**src/rtl/jtkunio_mcu_mbox.sv**
```systemverilog
// MCU-side end of the main-CPU <-> 6801 MCU mailbox.
// One byte latch per direction, each owned by a two-state (EMPTY/FULL) FSM.
// MCU port-2 strobes are edge-detected on cen so a held strobe gives one event.
// Ports:
//   clk, rst            clock, asynchronous active-high reset
//   cen                 MCU clock enable, gates port-2 sampling only
//   main_wr, main_clr   main CPU write / status-clear pulses (one clk each)
//   main_dout           main CPU data, valid with main_wr
//   mcu_p1_out          MCU reply byte
//   mcu_p2_out          MCU strobes (WRN_BIT write, RDN_BIT read, active low)
//   mcu_p1_in           byte from main CPU to MCU port 1
//   mcu_p3_in           {4'd0,2'b11,mcu_stn,~mcu_irq} to MCU port 3
//   mcu_irq             high while a main->MCU byte is pending
//   main_din            MCU reply byte to the main CPU
//   mcu_stn             low while an MCU->main byte is pending
//   ovr_m2s, ovr_s2m    sticky overrun flags per direction
`timescale 1ns/1ps
module jtkunio_mcu_mbox #(
    parameter int unsigned WRN_BIT = 2,
    parameter int unsigned RDN_BIT = 1
) (
    input  logic       clk,
    input  logic       rst,
    input  logic       cen,
    input  logic       main_wr,
    input  logic       main_clr,
    input  logic [7:0] main_dout,
    input  logic [7:0] mcu_p1_out,
    input  logic [7:0] mcu_p2_out,
    output logic [7:0] mcu_p1_in,
    output logic [7:0] mcu_p3_in,
    output logic       mcu_irq,
    output logic [7:0] main_din,
    output logic       mcu_stn,
    output logic       ovr_m2s,
    output logic       ovr_s2m
);

    localparam logic [7:0] WR_MASK = 8'(8'd1 << WRN_BIT);
    localparam logic [7:0] RD_MASK = 8'(8'd1 << RDN_BIT);

    typedef enum logic {
        EMPTY = 1'b0,
        FULL  = 1'b1
    } box_e;

    box_e m2s_st, m2s_nx;
    box_e s2m_st, s2m_nx;

    logic       wr_prev, rd_prev;
    logic       wr_lvl_c, rd_lvl_c;
    logic       wr_ev_c, rd_ev_c;
    logic [7:0] p1_in_nx, din_nx;
    logic       ovr_m2s_nx, ovr_s2m_nx;

    // Strobe levels read through masks so the whole port is consumed
    assign wr_lvl_c = |(mcu_p2_out & WR_MASK);
    assign rd_lvl_c = |(mcu_p2_out & RD_MASK);

    // Falling-edge events, sampled only on MCU clock enables
    assign wr_ev_c = cen & wr_prev & ~wr_lvl_c;
    assign rd_ev_c = cen & rd_prev & ~rd_lvl_c;

    assign mcu_p3_in = {4'd0, 2'b11, mcu_stn, ~mcu_irq};

    // Strobe history
    always_ff @(posedge clk or posedge rst) begin
        if (rst) begin
            wr_prev <= 1'b1;
            rd_prev <= 1'b1;
        end else if (cen) begin
            wr_prev <= wr_lvl_c;
            rd_prev <= rd_lvl_c;
        end
    end

    // State and output registers for both directions
    always_ff @(posedge clk or posedge rst) begin
        if (rst) begin
            m2s_st    <= EMPTY;
            s2m_st    <= EMPTY;
            mcu_p1_in <= 8'd0;
            main_din  <= 8'd0;
            mcu_irq   <= 1'b0;
            mcu_stn   <= 1'b1;
            ovr_m2s   <= 1'b0;
            ovr_s2m   <= 1'b0;
        end else begin
            m2s_st    <= m2s_nx;
            s2m_st    <= s2m_nx;
            mcu_p1_in <= p1_in_nx;
            main_din  <= din_nx;
            mcu_irq   <= (m2s_nx == FULL);
            mcu_stn   <= (s2m_nx != FULL);
            ovr_m2s   <= ovr_m2s_nx;
            ovr_s2m   <= ovr_s2m_nx;
        end
    end

    // Main->MCU: a new write always wins over a read or clear in the same clk
    always_comb begin
        m2s_nx     = m2s_st;
        p1_in_nx   = mcu_p1_in;
        ovr_m2s_nx = ovr_m2s;
        case (m2s_st)
            EMPTY: begin
                if (main_wr) begin
                    m2s_nx   = FULL;
                    p1_in_nx = main_dout;
                end
            end
            FULL: begin
                if (main_wr) begin
                    p1_in_nx   = main_dout;
                    ovr_m2s_nx = 1'b1;
                end else if (rd_ev_c || main_clr) begin
                    m2s_nx = EMPTY;
                end
            end
            default: m2s_nx = EMPTY;
        endcase
    end

    // MCU->main: a new MCU write wins over a clear; main_din survives the clear
    always_comb begin
        s2m_nx     = s2m_st;
        din_nx     = main_din;
        ovr_s2m_nx = ovr_s2m;
        case (s2m_st)
            EMPTY: begin
                if (wr_ev_c) begin
                    s2m_nx = FULL;
                    din_nx = mcu_p1_out;
                end
            end
            FULL: begin
                if (wr_ev_c) begin
                    din_nx     = mcu_p1_out;
                    ovr_s2m_nx = 1'b1;
                end else if (main_clr) begin
                    s2m_nx = EMPTY;
                end
            end
            default: s2m_nx = EMPTY;
        endcase
    end

endmodule

```
**config.mk**
```make
export PLATFORM = sky130hd
export DESIGN_NAME = jtkunio_mcu_mbox
export DESIGN_NICKNAME = d
export VERILOG_FILES = /design/src/rtl/jtkunio_mcu_mbox.sv
export SDC_FILE = /design/constraint.sdc
export NUM_CORES = 1
export LEC_CHECK = 0
export ABC_AREA = 0
export CAP_MARGIN = 15
export CORE_AREA = 2 2 55 57
export CTS_BUF_LIST = sky130_fd_sc_hd__clkbuf_4 sky130_fd_sc_hd__clkbuf_8 sky130_fd_sc_hd__clkbuf_16
export CTS_CLUSTER_DIAMETER = 120
export DETAILED_ROUTE_END_ITERATION = 10
export DIE_AREA = 0 0 57 59
export PLACE_DENSITY_LB_ADDON = 0.3
export REMOVE_ABC_BUFFERS = 1
export SLEW_MARGIN = 20
export SYNTH_ARGS = -nofsm -noshare
export SYNTH_HDL_FRONTEND = slang
export SYNTH_SLANG_ARGS = --single-unit
```
**constraint.sdc**
```tcl
create_clock -name clk -period 2 [get_ports clk]
set_clock_uncertainty 0.2 [all_clocks]
set_input_delay 0.4 -clock clk [delete_from_list [all_inputs] [get_ports clk]]
set_output_delay 0.4 -clock clk [all_outputs]
set_load 0.02 [all_outputs]
```
==> qor.txt, run 1 <==
Final Cycle Share: 95.0%
FP Rows: 19
CP Capture Type: output pin
Synth Area in XOR/XNOR: 0%
R2R Setup Slk: 470 ps
Post-synth EDFFs: 0
1st-pass router iterations: 4
routing usage on met1: 13.8%
Starting Density: 35.2%
Longest Clk Path Bufs: 2
vias per inst: 4.48
ordered list of cells on the worst path: clkdlybuf4s50_1
max-slew violation count: 0
DRC viols: 0
largest net degree at the start of global routing: 14
sequential area share after synthesis: 60.7%
M2 GR Usage: 19.7%
Post-Route Setup TNS: 0 ps
via count of the routed design: 623
area share of the largest cell type after synthesis: 52.4%
most frequent cell after synthesis: dfrtp_1
power per cell area: 823 nW/um2
crit path launch type: flip-flop
final wirelength: 1.78 mm
Critical Path AT: 1300 ps
clock slew seen by the registers of the worst setup and hold paths: 120 ps
Setup Crit Path Kind: reg -> out
M3 GR Usage: 5.24%
Post-Synth Simple-Gate Area: 2.10%
main combinational cell family by area after synthesis: multiplexers
P&R area growth vs syn: 49.7%
RSZ-0062 raised after global routing: no
Commonest cells post-synth: 20 x dfrtp_1, 11 x mux2_2, 7 x buf_4, 7 x mux2_4
top cells by area, synth: dfrtp_1 52%, mux2_2 13%, mux2_4 11%, dfstp_2 8.3%, buf_4 5.5%
CTS Buf Count: 3
fraction of layout cells with a size suffix above 1: 29.6%
die area: 3360 um2
Filler Cell Count: 243
CTS sink count: 23
ANT cells: 0
die width: 57 um
Die Ht: 59 um
Yosys warning count: 0
#FFs+latches synth: 23
final-report setup violation count: 0
post-synthesis mux area share: 24.0%
global-route wire length before repair: 3.04 mm
total of max-cap violations: 0
Tmin final: 1900 ps
Worst Path Max Fanout: 2
Mapped Area: 955 um2
I/O pins: 57
static leakage: 0.629 nW
adder-cell share of the synthesized area: 0%
CTS tree: done
maximum clock frequency: 0.527 GHz
dpl hpwl: 1.43 mm
Worst Path Buf+Inv: 1
Final Hold Vio Count: 0
largest area contributor in the netlist: dfrtp_1
initial antenna violation count: 0
drt wl/cell: 12.8 um
Layout Utilization: 52.7%
vias in the first global route: 648
Synth Area in Compound Gates: 4.06%
gr busiest metal: met2
# hold bufs at CTS: 0
CTS root buffer: clkbuf_4
status: finished clean
Crit path largest cell delay: 610 ps
Remaining Overflow, GRT: 0
slowest stage cell, crit path: clkdlybuf4s50_1
Min-Delay Path Class: in -> async
nets: 138
initial drt markers: 4
Mapped Avg Cell Area: 15.4 um2
FFs w/ async S/R, synth: 100%
crit-path leading delay family: buffers and inverters
GRT Resource Usage Total: 11.9%
RePlAce Congestion: 0.719
Distinct cells, synth: 15
ys flop type: dfrtp_1
Mapped Cells: 62
worst vdd ir: 414 uV
Routed Antenna Nets: 0
I/O Buffers: 44
H-tree depth: 1
clock latency at the later pin of the worst-skew pair: 300 ps
Critical Path RT: 1400 ps
core area: 2710 um2
timing repair:
| item | in CTS | in global routing |
|---|---|---|
| endpoints found under the setup margin | 3 | 1 |
| buffers inserted | 0 | 0 |
| resized for setup | 3 | 1 |
layer usage:
layer / vias up / share of wire, %
li1: 286 / -
met2: 43 / 46
met4: 0 / 0
met1: 294 / 39
met3: 0 / 15
met5: - / 0
metrics by stage:
step	setup WS, ps	power [mW]	cells	instance area, um2	hold slack [ps]
after floorplan	536	0.778	57	901	200
after global placement	75.8	0.978	135	1400	229
after detailed placement	48.4	0.987	135	1400	230
after CTS	28.7	1.20	139	1430	140
after global routing	23.4	1.25	139	1430	137
final	101	1.18	139	1430	133
kinds of logic after synthesis:
family,Yosys count
flops,23
buf+inv,12
simple gates,2
other cells,2
compound gates,5
mux,18
layout by cell type (no fill, tap or decap), types with 2 or more instances in the layout:
cell type        count
a21o_2               2
clkdlybuf4s50_1     40
inv_1                3
dlygate4sd2_1        3
dfstp_2              3
buf_4                3
mux2_4               7
clkbuf_4             3
dfrtp_1             20
mux2_2              11
conb_1               6
power by group:
| group | total (mW) | switching [mW] | internal, mW |
|---|---|---|---|
| combinational | 0.391 | 0.166 | 0.225 |
| sequential | 0.579 | 0.0395 | 0.539 |
| clock | 0.206 | 0.131 | 0.0744 |
state kept, by name, indices dropped and copies added, names as in the netlist:
signal	count
m2s_st	1
main_din	8
mcu_p1_in	8
mcu_stn	1
ovr_m2s	1
ovr_s2m	1
rd_prev	1
s2m_st	1
wr_prev	1
path summary, 6_finish.rpt:
kind	cells after the start	startpoint	to
setup / recovery	1	main_din[1]$_DFFE_PP0P_	main_din[1]
hold / removal	2	rst	mcu_p1_in[5]$_DFFE_PP0P_
setup reg to reg	2	wr_prev$_DFFE_PP1P_	main_din[6]$_DFFE_PP0P_
hold reg to reg	1	s2m_st$_DFF_PP0_	mcu_stn$_DFF_PP1_
max in group asynchronous	3	rst	mcu_stn$_DFF_PP1_
min in group clk	1	s2m_st$_DFF_PP0_	mcu_stn$_DFF_PP1_
final cells by class:
type | count | area [um2] | area share [%]
flip-flops and latches | 23 | 579 | 40.5
repair buffers | 47 | 462 | 32.3
multi-input cells | 31 | 310 | 21.7
well taps | 31 | 38.8 | 2.71
clock buffers | 3 | 22.5 | 1.58
inverters | 3 | 11.3 | 0.788
clock inverters | 1 | 5.00 | 0.350
Power figures use the tool's default switching activity.
==> run 2: changes to the inputs <==
--- a/config.mk
+++ b/config.mk
@@ -7,4 +7,5 @@
 export LEC_CHECK = 0
 export ABC_AREA = 0
+export ABC_CLOCK_PERIOD_IN_PS = 2000
 export CAP_MARGIN = 15
 export CORE_AREA = 2 2 55 57
@@ -15,4 +16,5 @@
 export PLACE_DENSITY_LB_ADDON = 0.3
 export REMOVE_ABC_BUFFERS = 1
+export SETUP_SLACK_MARGIN = 0.3
 export SLEW_MARGIN = 20
 export SYNTH_ARGS = -nofsm -noshare
==> constraint.sdc (replaced) <==
create_clock -name clk -period 2 [get_ports clk]
set_clock_uncertainty 0.2 [all_clocks]
set_input_delay 0.6 -clock clk [delete_from_list [all_inputs] [get_ports clk]]
set_output_delay 0.6 -clock clk [all_outputs]
set_load 0.02 [all_outputs]
==> run 2 against run 1 <==
  * Sequential cell count did not move
  * Combinational power hardly changed
  * Die area did not move
  * Sequential power grew 1%
  * First-iteration DRC count rose by 25%
  * Routed wire length up 11%
  * Final cell count up 4.3%
  * Critical endpoint is now mcu_p3_in[1]
  * Largest cell class unchanged
  * Largest power group unchanged
==> qor.txt, run 2 (synthesis results as in run 1) <==
status: finished clean
worst vdd ir: 490 uV
hold path cells: 1
via count of the routed design: 656
maximum clock frequency: 0.562 GHz
I/O Buffers: 44
Worst Path Buf+Inv: 1
CTS tree: done
total of max-cap violations: 0
placed instance count: 136
largest net degree at the start of global routing: 24
clock slew seen by the registers of the worst setup and hold paths: 120 ps
RSZ-0062 raised after global routing: yes
most frequent cells in the layout: 20 x dfrtp_1, 19 x clkdlybuf4s50_1, 11 x mux2_2
Starting Density: 35.2%
worst setup margin: 220 ps
R2R Setup Slk: 490 ps
Multi-input gate area: 319 um2
Filler Cell Count: 262
Critical Path AT: 980 ps
global-route wire length before repair: 3.08 mm
CTS root buffer: clkbuf_4
Hold EP: mcu_stn$_DFF_PP1_
Setup Crit Path Kind: reg -> out
Die Ht: 59 um
r2r startpoint: wr_prev$_DFFE_PP1P_
Critical Path RT: 1200 ps
CP Capture Type: output pin
Final Hold Vio Count: 0
drt wl/cell: 13.6 um
static leakage: 0.684 nW
Remaining Overflow, GRT: 0
r2r endpoint: main_din[5]$_DFFE_PP0P_
die area: 3360 um2
Worst Path Max Fanout: 2
slowest stage cell, crit path: dfstp_2
CTS Buf Count: 3
vias per inst: 4.52
Top Registers: main_din (8), mcu_p1_in (8)
die width: 57 um
vias in the first global route: 693
final-report setup violation count: 0
reg2reg path depth: 2
power per cell area: 830 nW/um2
crit path launch type: flip-flop
max-slew violation count: 0
Routed Antenna Nets: 0
Tmin final: 1780 ps
Min-Delay Path Class: reg -> reg
FF/Latch Area: 579 um2
most common cell after layout, fill and taps aside: dfrtp_1
Worst Hold Launch: s2m_st$_DFF_PP0_
H-tree depth: 1
clock latency at the later pin of the worst-skew pair: 290 ps
final wirelength: 1.97 mm
dpl hpwl: 1.35 mm
fin cells: 145
ordered list of cells on the worst path: buf_4
fraction of layout cells with a size suffix above 1: 52.6%
1st-pass router iterations: 3
core area: 2710 um2
DRC viols: 0
Final Cycle Share: 89.0%
I/O pins: 57
Crit path largest cell delay: 550 ps
CTS sink count: 23
FP Rows: 19
GRT Resource Usage Total: 11.8%
crit-path leading delay family: flip-flops
P&R area growth vs syn: 50.5%
pre-CTS setup slack: -121 ps
initial drt markers: 5
nets: 144
initial antenna violation count: 0
total power: 1.19 mW
Longest Clk Path Bufs: 2
ANT cells: 0
RePlAce Congestion: 0.722
# hold bufs at CTS: 0
[run 2: repair_timing]
item | in CTS | in global routing
gates resized for setup | 94 | 20
setup buffers | 1 | 3
gates cloned | 1 | 0
setup endpoints to repair | 30 | 23
pin swaps | 1 | 0
endpoints found under the hold margin | 0 | 0
[run 2: metal layers]
layer / vias to the layer above / global-route usage (%) / part of all wire [%]
met1: 312 / 13.4 / 38
li1: 301 / - / -
met5: - / 0 / 0
met4: 0 / 3.99 / 0
met2: 43 / 21.8 / 49
met3: 0 / 2.84 / 12
[run 2: cell type report]
class | count | area share, %
flip-flops and latches | 23 | 40.3
multi-input cells | 32 | 22.2
well taps | 31 | 2.70
clock buffers | 4 | 2.09
repair buffers | 52 | 31.9
inverters | 3 | 0.784
[run 2: worst max-delay path by stage]
| stage | from | cells after the start | end |
|---|---|---|---|
| CTS | mcu_stn$_DFF_PP1_ | 1 | mcu_stn |
| finish | mcu_stn$_DFF_PP1_ | 1 | mcu_p3_in[1] |
| detailed placement | mcu_p2_out[2] | 3 | main_din[6]$_DFFE_PP0P_ |
| floorplan | mcu_p2_out[2] | 2 | main_din[6]$_DFFE_PP0P_ |
| global placement | mcu_p2_out[2] | 3 | main_din[6]$_DFFE_PP0P_ |
| global route | mcu_stn$_DFF_PP1_ | 1 | mcu_p3_in[1] |
[run 2: through the flow]
stage	setup TNS, ps	util [%]	hold WS [ps]	area (um2)
4_1_cts	0	50.0	248	1360
5_1_grt	0	53.0	280	1440
6_report	0	53.0	249	1440
2_1_floorplan	0	-	208	901
3_3_place_gp	-753	52.0	221	1410
3_5_place_dp	-937	52.0	229	1410
[run 2: report_power, final]
group          total (mW)  switching (mW)  leakage (nW)  internal (mW)
logic               0.391           0.172         0.403          0.219
clock network       0.216           0.125        0.0184         0.0911
registers           0.585          0.0460         0.263          0.539
total                1.19           0.343         0.684          0.849
==> run 3: changes to the inputs <==
- CORE_AREA: 2 2 55 57 -> 2 2 58 60
- DIE_AREA: 0 0 57 59 -> 0 0 60 62
==> run 3 against run 2 <==
  * Register-to-register slack hardly changed
  * Final area up 2.1%
  * Utilization is 6.9 points lower
  * Sequential power is essentially flat
  * Highest routed layer unchanged
  * Via count decreased by 0.61%
==> qor.txt, run 3 (synthesis results as in run 1) <==
DRC viols: 0
clock share of power: 18.2%
crit path launch type: flip-flop
fraction of layout cells with a size suffix above 1: 51.8%
I/O Buffers: 44
Die Ht: 62 um
die area: 3720 um2
die width: 60 um
clock latency at the later pin of the worst-skew pair: 300 ps
Final Hold Vio Count: 0
Crit path largest cell delay: 580 ps
Filler Cell Count: 308
CTS tree: done
FP Rows: 21
crit-path leading delay family: flip-flops
Longest Clk Path Bufs: 2
hold path cells: 1
status: finished clean
H-tree depth: 1
Multi-input gate area: 319 um2
worst setup margin: 210 ps
Tmin final: 1790 ps
CTS sink count: 23
CTS root buffer: clkbuf_4
P&R area growth vs syn: 53.6%
nets: 144
clock slew seen by the registers of the worst setup and hold paths: 120 ps
power per cell area: 814 nW/um2
vias in the first global route: 675
worst vdd ir: 367 uV
internal power: 851 uW
RSZ-0062 raised after global routing: yes
global-route wire length before repair: 2.93 mm
vias per inst: 4.08
total of max-cap violations: 0
max-slew violation count: 0
register share of total power: 49.1%
design area: 1470 um2
largest net degree at the start of global routing: 13
slowest stage cell, crit path: dfstp_2
Remaining Overflow, GRT: 0
total power: 1.19 mW
Worst Path Buf+Inv: 1
r2r endpoint: main_din[6]$_DFFE_PP0P_
CP Capture Type: output pin
Starting Density: 30.0%
static leakage: 0.684 nW
core area: 3180 um2
Sw Ratio: 28.8%
Worst Path Max Fanout: 2
Final Cycle Share: 89.5%
Critical Path AT: 990 ps
Post-Route Setup TNS: 0 ps
drt wl/cell: 11.7 um
pre-CTS setup slack: -140 ps
Worst Hold Launch: s2m_st$_DFF_PP0_
maximum clock frequency: 0.559 GHz
RePlAce Congestion: 0.587
Setup Crit Path Kind: reg -> out
NetSw: 343 uW
Routed Antenna Nets: 0
r2r startpoint: wr_prev$_DFFE_PP1P_
most frequent cells in the layout: 20 x clkdlybuf4s50_1, 20 x dfrtp_1, 11 x mux2_2, 11 x buf_2, 11 x buf_6
initial antenna violation count: 0
ordered list of cells on the worst path: buf_6
dpl hpwl: 1.42 mm
Hold EP: mcu_stn$_DFF_PP1_
Min-Delay Path Class: reg -> reg
ANT cells: 0
placed cell area: 1450 um2
CTS Buf Count: 3
I/O pins: 57
Top Registers: main_din (8), mcu_p1_in (8)
via count of the routed design: 652
Comb power frac: 32.7%
final-report setup violation count: 0
initial drt markers: 4
FF/Latch Area: 579 um2
final wirelength: 1.86 mm
reg2reg path depth: 2
R2R Setup Slk: 500 ps
1st-pass router iterations: 2
Critical Path RT: 1200 ps
GRT Resource Usage Total: 10.4%
run 3: changes by cell type in the layout (fill, tap and decap cells not counted):
cell	before	now
buf_12	0	1
buf_2	10	11
buf_4	10	7
buf_6	10	11
clkdlybuf4s50_1	19	20
dlymetal6s2s_1	1	0
inv_1	2	3
inv_2	1	0
run 3: layout make-up:
cell class / instances / area share [%]
Tap cell: 46 / 3.92
Inverter: 3 / 0.768
Sequential cell: 23 / 39.5
Clock buffer: 4 / 2.05
Multi-Input combinational cell: 32 / 21.8
Timing Repair Buffer: 52 / 32.0
run 3: how the worst max path moves through the flow:
stage / from / endpoint / slack (ps) / cells after the start
floorplan: mcu_p2_out[2] / main_din[6]$_DFFE_PP0P_ / 350 / 2
CTS: mcu_stn$_DFF_PP1_ / mcu_p3_in[1] / 190 / 1
global placement: mcu_p2_out[2] / main_din[6]$_DFFE_PP0P_ / -110 / 3
global route: mcu_stn$_DFF_PP1_ / mcu_p3_in[1] / 160 / 1
finish: mcu_stn$_DFF_PP1_ / mcu_p3_in[1] / 210 / 1
detailed placement: mcu_p2_out[2] / main_din[6]$_DFFE_PP0P_ / -140 / 3
run 3: timing repair:
action / in CTS / in global routing
hold buffers: 0 / 0
pin swaps: 1 / 0
resized for setup: 96 / 16
buffers inserted: 2 / 1
endpoints found under the hold margin: 0 / 0
cloned: 1 / 0
endpoints found under the setup margin: 30 / 12
run 3: metrics by stage:
stage / hold slack (ps) / std cells / util (%)
floorplan: 208 / 57 / -
global placement: 221 / 152 / 45.6
detailed placement: 230 / 152 / 45.6
CTS: 248 / 159 / 44.3
global route: 278 / 160 / 46.1
finish: 246 / 160 / 46.1
run 3: power groups by stage:
stage | registers (mW) | clock network [mW] | logic (mW)
6_report | 0.586 | 0.217 | 0.391
5_1_grt | 0.596 | 0.253 | 0.415
4_1_cts | 0.580 | 0.233 | 0.357
3_5_place_dp | 0.587 | 0 | 0.406
3_3_place_gp | 0.584 | 0 | 0.401
2_1_floorplan | 0.667 | 0 | 0.112
run 3: layer usage:
metal,up-vias,track usage (%),share of wire (%)
met2,37,19.1,50
met5,-,0,0
met3,0,2.07,10
met4,0,2.86,0
li1,297,-,-
met1,318,12.3,40
